$ cat src/rtl/scpad_pkg.sv
// Shared scratchpad write-path types: xbar descriptor and buffered write entry.
// Widths here set the defaults of the write request buffer.
package scpad_pkg;

    localparam int SCPAD_ADDR_WIDTH  = 12;
    localparam int SCPAD_WRBUF_DEPTH = 4;
    localparam int SCPAD_LINE_W      = 512;
    localparam int SCPAD_ID_W        = 8;

    typedef struct packed {
        logic [3:0] src_bank;
        logic [3:0] dst_bank;
        logic [7:0] shift;
    } xbar_desc_t;

    typedef struct packed {
        logic [SCPAD_ADDR_WIDTH-1:0] addr;
        logic [SCPAD_LINE_W-1:0]     data;
        xbar_desc_t                  xbar;
        logic [SCPAD_ID_W-1:0]       id;
    } sram_wr_entry_t;

endpackage

$ cat src/rtl/scpad_sync_fifo.sv
// Generic circular FIFO with separate occupancy count; head read combinationally.
// Latency: push visible at head the cycle after the write edge, no bypass.
// Backpressure: push while full is dropped unless a pop happens the same cycle.
module scpad_sync_fifo #(
    parameter int WIDTH = 8,
    parameter int DEPTH = 4
) (
    input  logic                     CLK,
    input  logic                     nRST,
    input  logic                     push,
    input  logic                     pop,
    input  logic [WIDTH-1:0]         push_dat,
    output logic [WIDTH-1:0]         head_dat,
    output logic [$clog2(DEPTH):0]   count
);

    localparam int PW = $clog2(DEPTH);
    localparam int CW = PW + 1;

    logic [WIDTH-1:0] mem [DEPTH];
    logic [PW-1:0]    wr_ptr;
    logic [PW-1:0]    rd_ptr;
    logic             full;
    logic             do_push;
    logic             do_pop;

    assign full     = (count == CW'(DEPTH));
    assign do_pop   = pop & (count != '0);
    // A full FIFO still takes a push when the head leaves in the same cycle.
    assign do_push  = push & (~full | do_pop);
    assign head_dat = mem[rd_ptr];

    always_ff @(posedge CLK) begin
        if (do_push) begin
            mem[wr_ptr] <= push_dat;
        end
    end

    always_ff @(posedge CLK or negedge nRST) begin
        if (!nRST) begin
            wr_ptr <= '0;
            rd_ptr <= '0;
            count  <= '0;
        end else begin
            if (do_push) wr_ptr <= wr_ptr + PW'(1);
            if (do_pop)  rd_ptr <= rd_ptr + PW'(1);
            case ({do_push, do_pop})
                2'b10:   count <= count + CW'(1);
                2'b01:   count <= count - CW'(1);
                default: count <= count;
            endcase
        end
    end

endmodule

$ cat src/rtl/sram_write_req_buffer.sv
// Buffers assembled scratchpad write requests and drains them to the bank write port.
// Latency: push to wr_valid one cycle; retire pulse one cycle after the pop.
// Backpressure: be_stall at DEPTH-1 entries leaves one slot for the latch's registered reaction.
module sram_write_req_buffer
    import scpad_pkg::*;
#(
    parameter int DEPTH  = SCPAD_WRBUF_DEPTH,
    parameter int DATA_W = SCPAD_LINE_W,
    parameter int ADDR_W = SCPAD_ADDR_WIDTH,
    parameter int XBAR_W = $bits(xbar_desc_t),
    parameter int ID_W   = SCPAD_ID_W
) (
    input  logic                   CLK,
    input  logic                   nRST,
    input  logic                   in_latched,
    input  logic [ADDR_W-1:0]      in_addr,
    input  logic [DATA_W-1:0]      in_data,
    input  logic [XBAR_W-1:0]      in_xbar,
    input  logic [ID_W-1:0]        in_id,
    output logic                   be_stall,
    output logic                   wr_valid,
    input  logic                   wr_ready,
    output logic [ADDR_W-1:0]      wr_addr,
    output logic [DATA_W-1:0]      wr_data,
    output logic [XBAR_W-1:0]      wr_xbar,
    output logic [ID_W-1:0]        wr_id,
    output logic                   done_valid,
    output logic [ID_W-1:0]        done_id,
    output logic [$clog2(DEPTH):0] occupancy,
    output logic                   overflow_err,
    input  logic                   err_clr
);

    localparam int CW    = $clog2(DEPTH) + 1;
    localparam int ENT_W = ADDR_W + DATA_W + XBAR_W + ID_W;

    logic [ENT_W-1:0] head_dat;
    logic [CW-1:0]    count;
    logic             pop;
    logic             full;

    scpad_sync_fifo #(
        .WIDTH (ENT_W),
        .DEPTH (DEPTH)
    ) u_fifo (
        .CLK      (CLK),
        .nRST     (nRST),
        .push     (in_latched),
        .pop      (pop),
        .push_dat ({in_addr, in_data, in_xbar, in_id}),
        .head_dat (head_dat),
        .count    (count)
    );

    assign {wr_addr, wr_data, wr_xbar, wr_id} = head_dat;
    assign wr_valid  = (count != '0);
    assign pop       = wr_valid & wr_ready;
    assign full      = (count == CW'(DEPTH));
    assign be_stall  = (count >= CW'(DEPTH - 1));
    assign occupancy = count;

    always_ff @(posedge CLK or negedge nRST) begin
        if (!nRST) begin
            done_valid   <= 1'b0;
            done_id      <= '0;
            overflow_err <= 1'b0;
        end else begin
            done_valid <= pop;
            if (pop) done_id <= wr_id;
            // A dropped push wins over a same-cycle clear so no loss goes unreported.
            if (in_latched & full & ~pop) overflow_err <= 1'b1;
            else if (err_clr)             overflow_err <= 1'b0;
        end
    end

endmodule

$ cat config.mk
export PLATFORM = sky130hd
export DESIGN_NAME = sram_write_req_buffer
export DESIGN_NICKNAME = d
export VERILOG_FILES = /design/src/rtl/scpad_pkg.sv /design/src/rtl/scpad_sync_fifo.sv /design/src/rtl/sram_write_req_buffer.sv
export SDC_FILE = /design/constraint.sdc
export NUM_CORES = 1
export LEC_CHECK = 0
export CELL_PAD_IN_SITES_DETAIL_PLACEMENT = 0
export CELL_PAD_IN_SITES_GLOBAL_PLACEMENT = 1
export CORE_MARGIN = 3
export CORE_UTILIZATION = 40
export CTS_BUF_LIST = sky130_fd_sc_hd__clkbuf_4 sky130_fd_sc_hd__clkbuf_8
export CTS_CLUSTER_DIAMETER = 150
export CTS_CLUSTER_SIZE = 14
export DETAILED_ROUTE_END_ITERATION = 8
export MAX_ROUTING_LAYER = met4
export PLACE_DENSITY_LB_ADDON = 0.1
export SKIP_CTS_REPAIR_TIMING = 1
export SYNTH_ARGS = -nofsm -noshare
export SYNTH_HDL_FRONTEND = slang
export SYNTH_SLANG_ARGS = --single-unit
export TNS_END_PERCENT = 100
$ cat constraint.sdc
create_clock -name CLK -period 14.2 [get_ports CLK]
set_input_delay 1.42 -clock CLK [delete_from_list [all_inputs] [get_ports CLK]]
set_output_delay 1.42 -clock CLK [all_outputs]
set_load 0.01 [all_outputs]
==> impl_summary.txt, run 1 <==
----------------------------------------------------
[Cells and area]
  Final cell count without fillers ... 6895
  Area overhead of the layout relative to synthesis ... 21.7%
  Most common cell after layout, fill and taps aside ... sky130_fd_sc_hd__edfxtp_1
  Area used by sequential logic in the layout ... 66300 sq um
  Final net count ... 4701
  Share of post-route cells with drive strength above 1 ... 20.1%
  Top library cells by usage in the layout, fill and taps aside ... sky130_fd_sc_hd__edfxtp_1 (2192), sky130_fd_sc_hd__clkdlybuf4s50_1 (1115), sky130_fd_sc_hd__mux4_2 (548)
  Footprint of the multi-input gates ... 12700 sq um
  Filler Cell Count ... 15.9k

[STA]
  Hold Fails Final Rpt ... 0
  Unrepaired setup endpoints after global routing ... no
  Min Clock Period, post-route ... 6.35 ns
  Setup violators final ... 0
  Maximum clock skew at final layout ... 0.0458 ns
  Final worst-path cycle share ... 44.7%
  Final max-slew violation count ... 0
  Relative slew slack ... 27.2%
  Max Freq ... 0.158 GHz
  Final-layout setup total negative slack ... 0 ns
  Hold slack ... 0.520 ns
  Worst Tran Pin Value ... 1.09 ns

[Floorplanning]
  Number of rows in the core area ... 163
  I/O pin cnt ... 1116
  Core box area ... 198000 sq um
  Overall die height ... 452 um
  Die span in x ... 452 um
  Effective utilization at floorplan ... 40.3%
  Die Area ... 205000 sq um

[CTS]
  Clock slew at the register clock pins of the worst setup and hold paths ... 0.10 ns
  CTS Buf Count ... 175
  Clock tree from TritonCTS ... built
  Maximum count of clock buffers along a single path ... 3
  Clock insertion delay at the later pin of the skew report ... 0.94 ns
  CTS H-tree lvls ... 4
  Sink count of the clock tree ... 2209
  Clock root buffer ... sky130_fd_sc_hd__clkbuf_8

[Job]
  Max-cap check violation count ... 0

[Worst hold path]
  Tightest Hold Check Type ... flop to flop

[Global route]
  Global-route wire length before repair ... 286000 um
  Tot GR Track Use ... 20.3%
  Via count of the first global-routing pass ... 37.3k
  Maximum number of pins on one net before global-route repair ... 154
  Number of antenna violations at the first check in global routing ... 106
  Total global routing overflow ... 0

[Setup path]
  Crit path DAT ... 4.93 ns
  Endpoint class of the critical path ... primary output
  Type of the worst setup path ... flop to primary output
  Required time at the worst-slack endpoint ... 12.78 ns
  Highest net fanout along the worst path ... 142
  Sort of element at the start of the critical path ... flop

[Yosys]
  Compound-cell area share of the yosys netlist ... 0.0267%
  Register bit total from synthesis ... 2209
  Simple-gate share of the synthesized area ... 0.0723%
  Synthesized area ... 79700 sq um
  Number of instances in the synthesized netlist ... 2922
  Count of warnings emitted by yosys ... 0
  Multiplexer area fraction after synthesis ... 15.6%
  Mean instance size in the synthesized netlist ... 27.3 sq um
  Post-synthesis sequential area ratio ... 83.2%
  Dominant combinational cell family by area after synthesis ... multiplexers
  Total nets after synthesis ... 3481
  Count of unique library cells instantiated by Yosys ... 24
  Xor and xnor fraction of the mapped netlist area ... 0.0660%
  Post-Synth Adder-Cell Area ... 0.104%

[Route]
  Highest metal used ... met4
  Routed length per instance ... 29.6 um
  Wire length on met1 ... 76500 um
  Routed length on met2 ... 106000 um
  Remaining number of nets flagged by the antenna check after routing ... 0
  Drt drc ... 0
  Via density ... 5.17
  Total via count after detailed routing ... 35.6k
  Number of DRC violations after detailed-routing iteration 0 ... 2665
  Met3 WL post-DR ... 13800 um
  Detailed-router iteration count before antenna repair ... 5
  Routed wire length ... 204000 um

[Power and ir drop]
  Lkg Pwr ... 30.1 nW
  Power Density ... 201 nW/um^2
  Peak supply drop ... 0.149 mV

[Placement]
  Count of port buffers added during placement ... 1115
  Detailed placement HPWL ... 132000 um
  Placed Cells incl. Taps ... 6605
  Last weighted congestion value of the routability-driven placer ... 0.810

[Run status]
  Result of the run ... finished, final reports clean

----------------------------------------------------
-- per-stage QoR --
stage	setup slack (ns)	util, %	power [mW]	area [sq um]
3_5_place_dp	8.00	47.5	16.6	93900
5_1_grt	7.52	49.0	20.4	96900
2_1_floorplan	-0.957	-	13.1	79700
3_3_place_gp	8.09	47.5	16.6	93900
6_report	7.85	49.0	19.5	96900
4_1_cts	7.58	49.0	19.9	96800
-- layer usage --
| layer | GRT usage [%] | up-vias |
|---|---|---|
| met5 | - | - |
| met4 | 7.74 | 0 |
| met3 | 5.81 | 369 |
| met2 | 33.7 | 1042 |
| met1 | 23.4 | 19105 |
| li1 | - | 15122 |
-- power breakdown --
group / internal, mW / switching, mW
clock: 1.25 / 1.98
sequential: 8.57 / 0.303
combinational: 3.60 / 3.77
total: 13.4 / 6.05
-- worst paths after layout --
kind | cells after the start | to | slack (ns) | startpoint
worst max-delay path | 4 | wr_data[344] | 7.85 | u_fifo.rd_ptr[1]$_DFFE_PN0P_
max in group asynchronous | 2 | u_fifo.rd_ptr[0]$_DFFE_PN0P_ | 13.00 | nRST
worst min-delay path | 1 | done_id[5]$_DFFE_PN0P_ | 0.52 | done_id[5]$_DFFE_PN0P_
worst min register to register | 1 | done_id[5]$_DFFE_PN0P_ | 0.52 | done_id[5]$_DFFE_PN0P_
min in group asynchronous | 2 | done_id[5]$_DFFE_PN0P_ | 0.86 | nRST
worst max register to register | 6 | u_fifo.mem[1][218]$_DFFE_PP_ | 9.49 | u_fifo.count[2]$_DFFE_PN0P_
-- sequential cells by signal, indices dropped and copies added, names as in the netlist --
name / count
u_fifo.mem: 2192
done_id: 8
u_fifo.count: 3
u_fifo.rd_ptr: 2
u_fifo.wr_ptr: 2
done_valid: 1
overflow_err: 1
-- critical path: stages (launching register included) --
cell and delay [ns]:
sky130_fd_sc_hd__dfrtp_4 1.02, sky130_fd_sc_hd__buf_12 0.72, sky130_fd_sc_hd__buf_4 0.94, sky130_fd_sc_hd__mux4_2 0.41, sky130_fd_sc_hd__clkdlybuf4s50_1 0.64
-- final cells by class --
class / count / area share [%]
Sequential cell: 2209 / 68.4
Antenna cell: 61 / 0.157
Multi-Input combinational cell: 583 / 13.1
Clock buffer: 217 / 2.82
Inverter: 7 / 0.0271
Tap cell: 2640 / 3.41
Clock inverter: 12 / 0.112
Timing Repair Buffer: 1166 / 12.0
-- Yosys cell counts --
master	instances	area share [%]
sky130_fd_sc_hd__a21o_1	1	0.0094
sky130_fd_sc_hd__fa_1	1	0.025
sky130_fd_sc_hd__nand2_1	2	0.0094
sky130_fd_sc_hd__mux2_2	9	0.13
sky130_fd_sc_hd__buf_2	45	0.28
sky130_fd_sc_hd__o31a_1	1	0.011
sky130_fd_sc_hd__nor2_1	1	0.0047
sky130_fd_sc_hd__clkbuf_1	13	0.061
sky130_fd_sc_hd__xnor2_1	3	0.033
sky130_fd_sc_hd__buf_1	14	0.066
sky130_fd_sc_hd__or3_1	1	0.0079
sky130_fd_sc_hd__edfxtp_1	2192	83
sky130_fd_sc_hd__mux4_2	548	15
sky130_fd_sc_hd__buf_4	49	0.46
sky130_fd_sc_hd__buf_6	2	0.028
sky130_fd_sc_hd__xor2_1	3	0.033
sky130_fd_sc_hd__nor2b_1	1	0.0079
sky130_fd_sc_hd__ha_1	5	0.079
sky130_fd_sc_hd__mux2i_1	1	0.013
sky130_fd_sc_hd__o21ai_0	1	0.0063
sky130_fd_sc_hd__dfrtp_1	17	0.53
sky130_fd_sc_hd__and2_1	4	0.031
sky130_fd_sc_hd__nor4b_1	1	0.011
sky130_fd_sc_hd__inv_1	7	0.033
-- kinds of logic after synthesis --
group	after synthesis
mux	558
xor+xnor	6
fa+ha+maj	6
compound gates	3
simple gates	10
flops	2209
buf+inv	130
No activity file was read; power rests on OpenSTA's default activity.
==> run 2: changes to the inputs <==
- clock period: 14.2 -> 5.8 ns (I/O delays scaled with it)
==> run 2 against run 1 <==
Compared with the run above: global-route usage about the same; highest routed layer unchanged; sequential share of layout area down 0.58 points; power is 150% higher; via count grew 1.4%; utilization grew 0.42 points; die area unchanged; hold slack got worse by 0.32 ns; combinational power rose to 2.5 times the previous value; cell count rose by 0.65%.
==> impl_summary.txt, run 2 (synthesis gave the netlist of run 1 again) <==
----------------------------------------------------
[Setup path]
  Largest delay contributor family on the critical path ... buffers and inverters
  Biggest cell delay along the critical path ... 1.05 ns
  Type of the worst setup path ... flop to primary output
  Endpoint class of the critical path ... primary output
  Highest net fanout along the worst path ... 37
  Crit path buffers/inverters ... 2
  Cell depth of the worst flop-to-flop path ... 4
  Required time at the worst-slack endpoint ... 5.22 ns
  Crit path DAT ... 3.81 ns
  Reg-to-Reg End ... u_fifo.mem[3][404]$_DFFE_PP_
  Depth of the critical timing path with buffers and inverters included ... 3
  Cell at the slowest stage of the critical path ... sky130_fd_sc_hd__dfrtp_4
  Launching point of the worst reg2reg path ... u_fifo.count[2]$_DFFE_PN0P_
  Setup slack on the worst flop-to-flop path ... 2.69 ns
  Sort of element at the start of the critical path ... flop
  Cell-by-cell trace of the critical path ... buf_4, mux4_2, clkdlybuf4s50_1

[Worst hold path]
  Start point of the worst min-delay path ... err_clr
  Tightest Hold Check Type ... primary input to flop
  Worst min-delay path endpoint ... overflow_err$_DFFE_PN0P_
  Worst Hold Depth ... 2

[Route]
  Drt drc ... 0
  Routed wire length ... 204000 um
  Number of DRC violations after detailed-routing iteration 0 ... 2464
  Routed length per instance ... 29.4 um
  Detailed-router iteration count before antenna repair ... 7
  Total via count after detailed routing ... 36.1k
  Via density ... 5.20
  Remaining number of nets flagged by the antenna check after routing ... 0

[Floorplanning]
  Number of rows in the core area ... 163
  Die span in x ... 452 um
  Overall die height ... 452 um
  I/O pin cnt ... 1116
  Die Area ... 205000 sq um
  Effective utilization at floorplan ... 40.3%
  Core box area ... 198000 sq um

[Cells and area]
  Area overhead of the layout relative to synthesis ... 22.7%
  Largest registers ... u_fifo.mem: 2192 flops, done_id: 8 flops, u_fifo.count: 3 flops
  Share of post-route cells with drive strength above 1 ... 20.9%
  Util after Layout ... 49.5%
  Number of flip-flops under the largest register name ... 2192
  Final net count ... 4743
  Filler Cell Count ... 15.9k
  Most common cell after layout, fill and taps aside ... sky130_fd_sc_hd__edfxtp_1
  Top library cells by usage in the layout, fill and taps aside ... sky130_fd_sc_hd__edfxtp_1 (2192), sky130_fd_sc_hd__clkdlybuf4s50_1 (1115), sky130_fd_sc_hd__mux4_2 (548)
  Largest register by flop count ... u_fifo.mem

[STA]
  Hold Fails Final Rpt ... 0
  Final-layout setup total negative slack ... 0 ns
  Hold slack ... 0.204 ns
  Worst Tran Pin Value ... 0.979 ns
  Relative slew slack ... 34.7%
  Final worst-path cycle share ... 75.7%
  Maximum clock skew at final layout ... 0.0316 ns
  Final max-slew violation count ... 0
  Max Freq ... 0.228 GHz
  Setup violators final ... 0
  Unrepaired setup endpoints after global routing ... no
  Min Clock Period, post-route ... 4.39 ns

[Placement]
  Count of port buffers added during placement ... 1115
  Detailed placement HPWL ... 135000 um
  Last weighted congestion value of the routability-driven placer ... 0.799

[Job]
  Max-cap check violation count ... 0

[CTS]
  Clock slew at the register clock pins of the worst setup and hold paths ... 0.09 ns
  Clock root buffer ... sky130_fd_sc_hd__clkbuf_8
  Clock insertion delay at the later pin of the skew report ... 0.93 ns
  Sink count of the clock tree ... 2209
  CTS H-tree lvls ... 4
  Clock tree from TritonCTS ... built
  CTS Buf Count ... 176
  Maximum count of clock buffers along a single path ... 3

[Power and ir drop]
  Lkg Pwr ... 30.5 nW
  Power Density ... 492 nW/um^2
  Peak supply drop ... 0.284 mV

[Global route]
  Total global routing overflow ... 0
  Global-route wire length before repair ... 286000 um
  Number of antenna violations at the first check in global routing ... 106
  Tot GR Track Use ... 20.3%
  Via count of the first global-routing pass ... 37.8k
  Maximum number of pins on one net before global-route repair ... 91

[Run status]
  Result of the run ... finished, final reports clean

----------------------------------------------------
## run 2: cell count changes in the layout (fill, tap and decap cells not counted)
cell / delta
sky130_fd_sc_hd__buf_4: +2
sky130_fd_sc_hd__diode_2: +1
sky130_fd_sc_hd__clkbuf_4: -1
sky130_fd_sc_hd__clkinvlp_4: +1
sky130_fd_sc_hd__clkbuf_8: +3
sky130_fd_sc_hd__dlygate4sd3_1: +1
sky130_fd_sc_hd__buf_12: +38
## run 2: cell type report
type,instances,area [sq um],share of cell area [%]
antenna,62,155,0.159
multi-input combinational,583,12700,13.0
sequential,2209,66300,67.8
tap,2640,3300,3.38
inverter,7,26.3,0.0269
timing repair buffer,1207,12500,12.7
clock inverter,13,116,0.119
clock buffer,219,2770,2.83
## run 2: per-stage QoR
step | cell area (sq um) | setup WS, ns | total power, mW | instances
after floorplan | 79700 | -2.36 | 31.8 | 2922
after global placement | 94700 | 2.21 | 41.0 | 6645
after detailed placement | 94700 | 2.16 | 41.0 | 6645
after CTS | 97600 | 1.13 | 49.1 | 6877
after global routing | 97700 | 1.04 | 50.3 | 6935
final | 97800 | 1.41 | 48.1 | 6940
## run 2: layer usage
metal  routed length (um)  track usage, %
met3                14300            5.70
met4                 7960            7.78
met1                75500            23.5
met5                    0               -
met2               107000            33.7
## run 2: how the worst max path moves through the flow
stage	startpoint	end	slack (ns)
after floorplan	wr_ready	u_fifo.mem[0][0]$_DFFE_PP_	-2.36
after global placement	wr_ready	u_fifo.mem[3][393]$_DFFE_PP_	2.21
after detailed placement	wr_ready	u_fifo.mem[3][393]$_DFFE_PP_	2.16
after CTS	u_fifo.rd_ptr[0]$_DFFE_PN0P_	wr_data[101]	1.13
after global routing	u_fifo.rd_ptr[0]$_DFFE_PN0P_	wr_data[101]	1.04
final	u_fifo.rd_ptr[0]$_DFFE_PN0P_	wr_data[101]	1.41
## run 2: where the power goes
group	total [mW]	switching [mW]	internal [mW]
sequential	21.7	0.754	20.9
clock	7.93	4.84	3.09
combinational	18.5	9.31	9.15
total	48.1	14.9	33.2
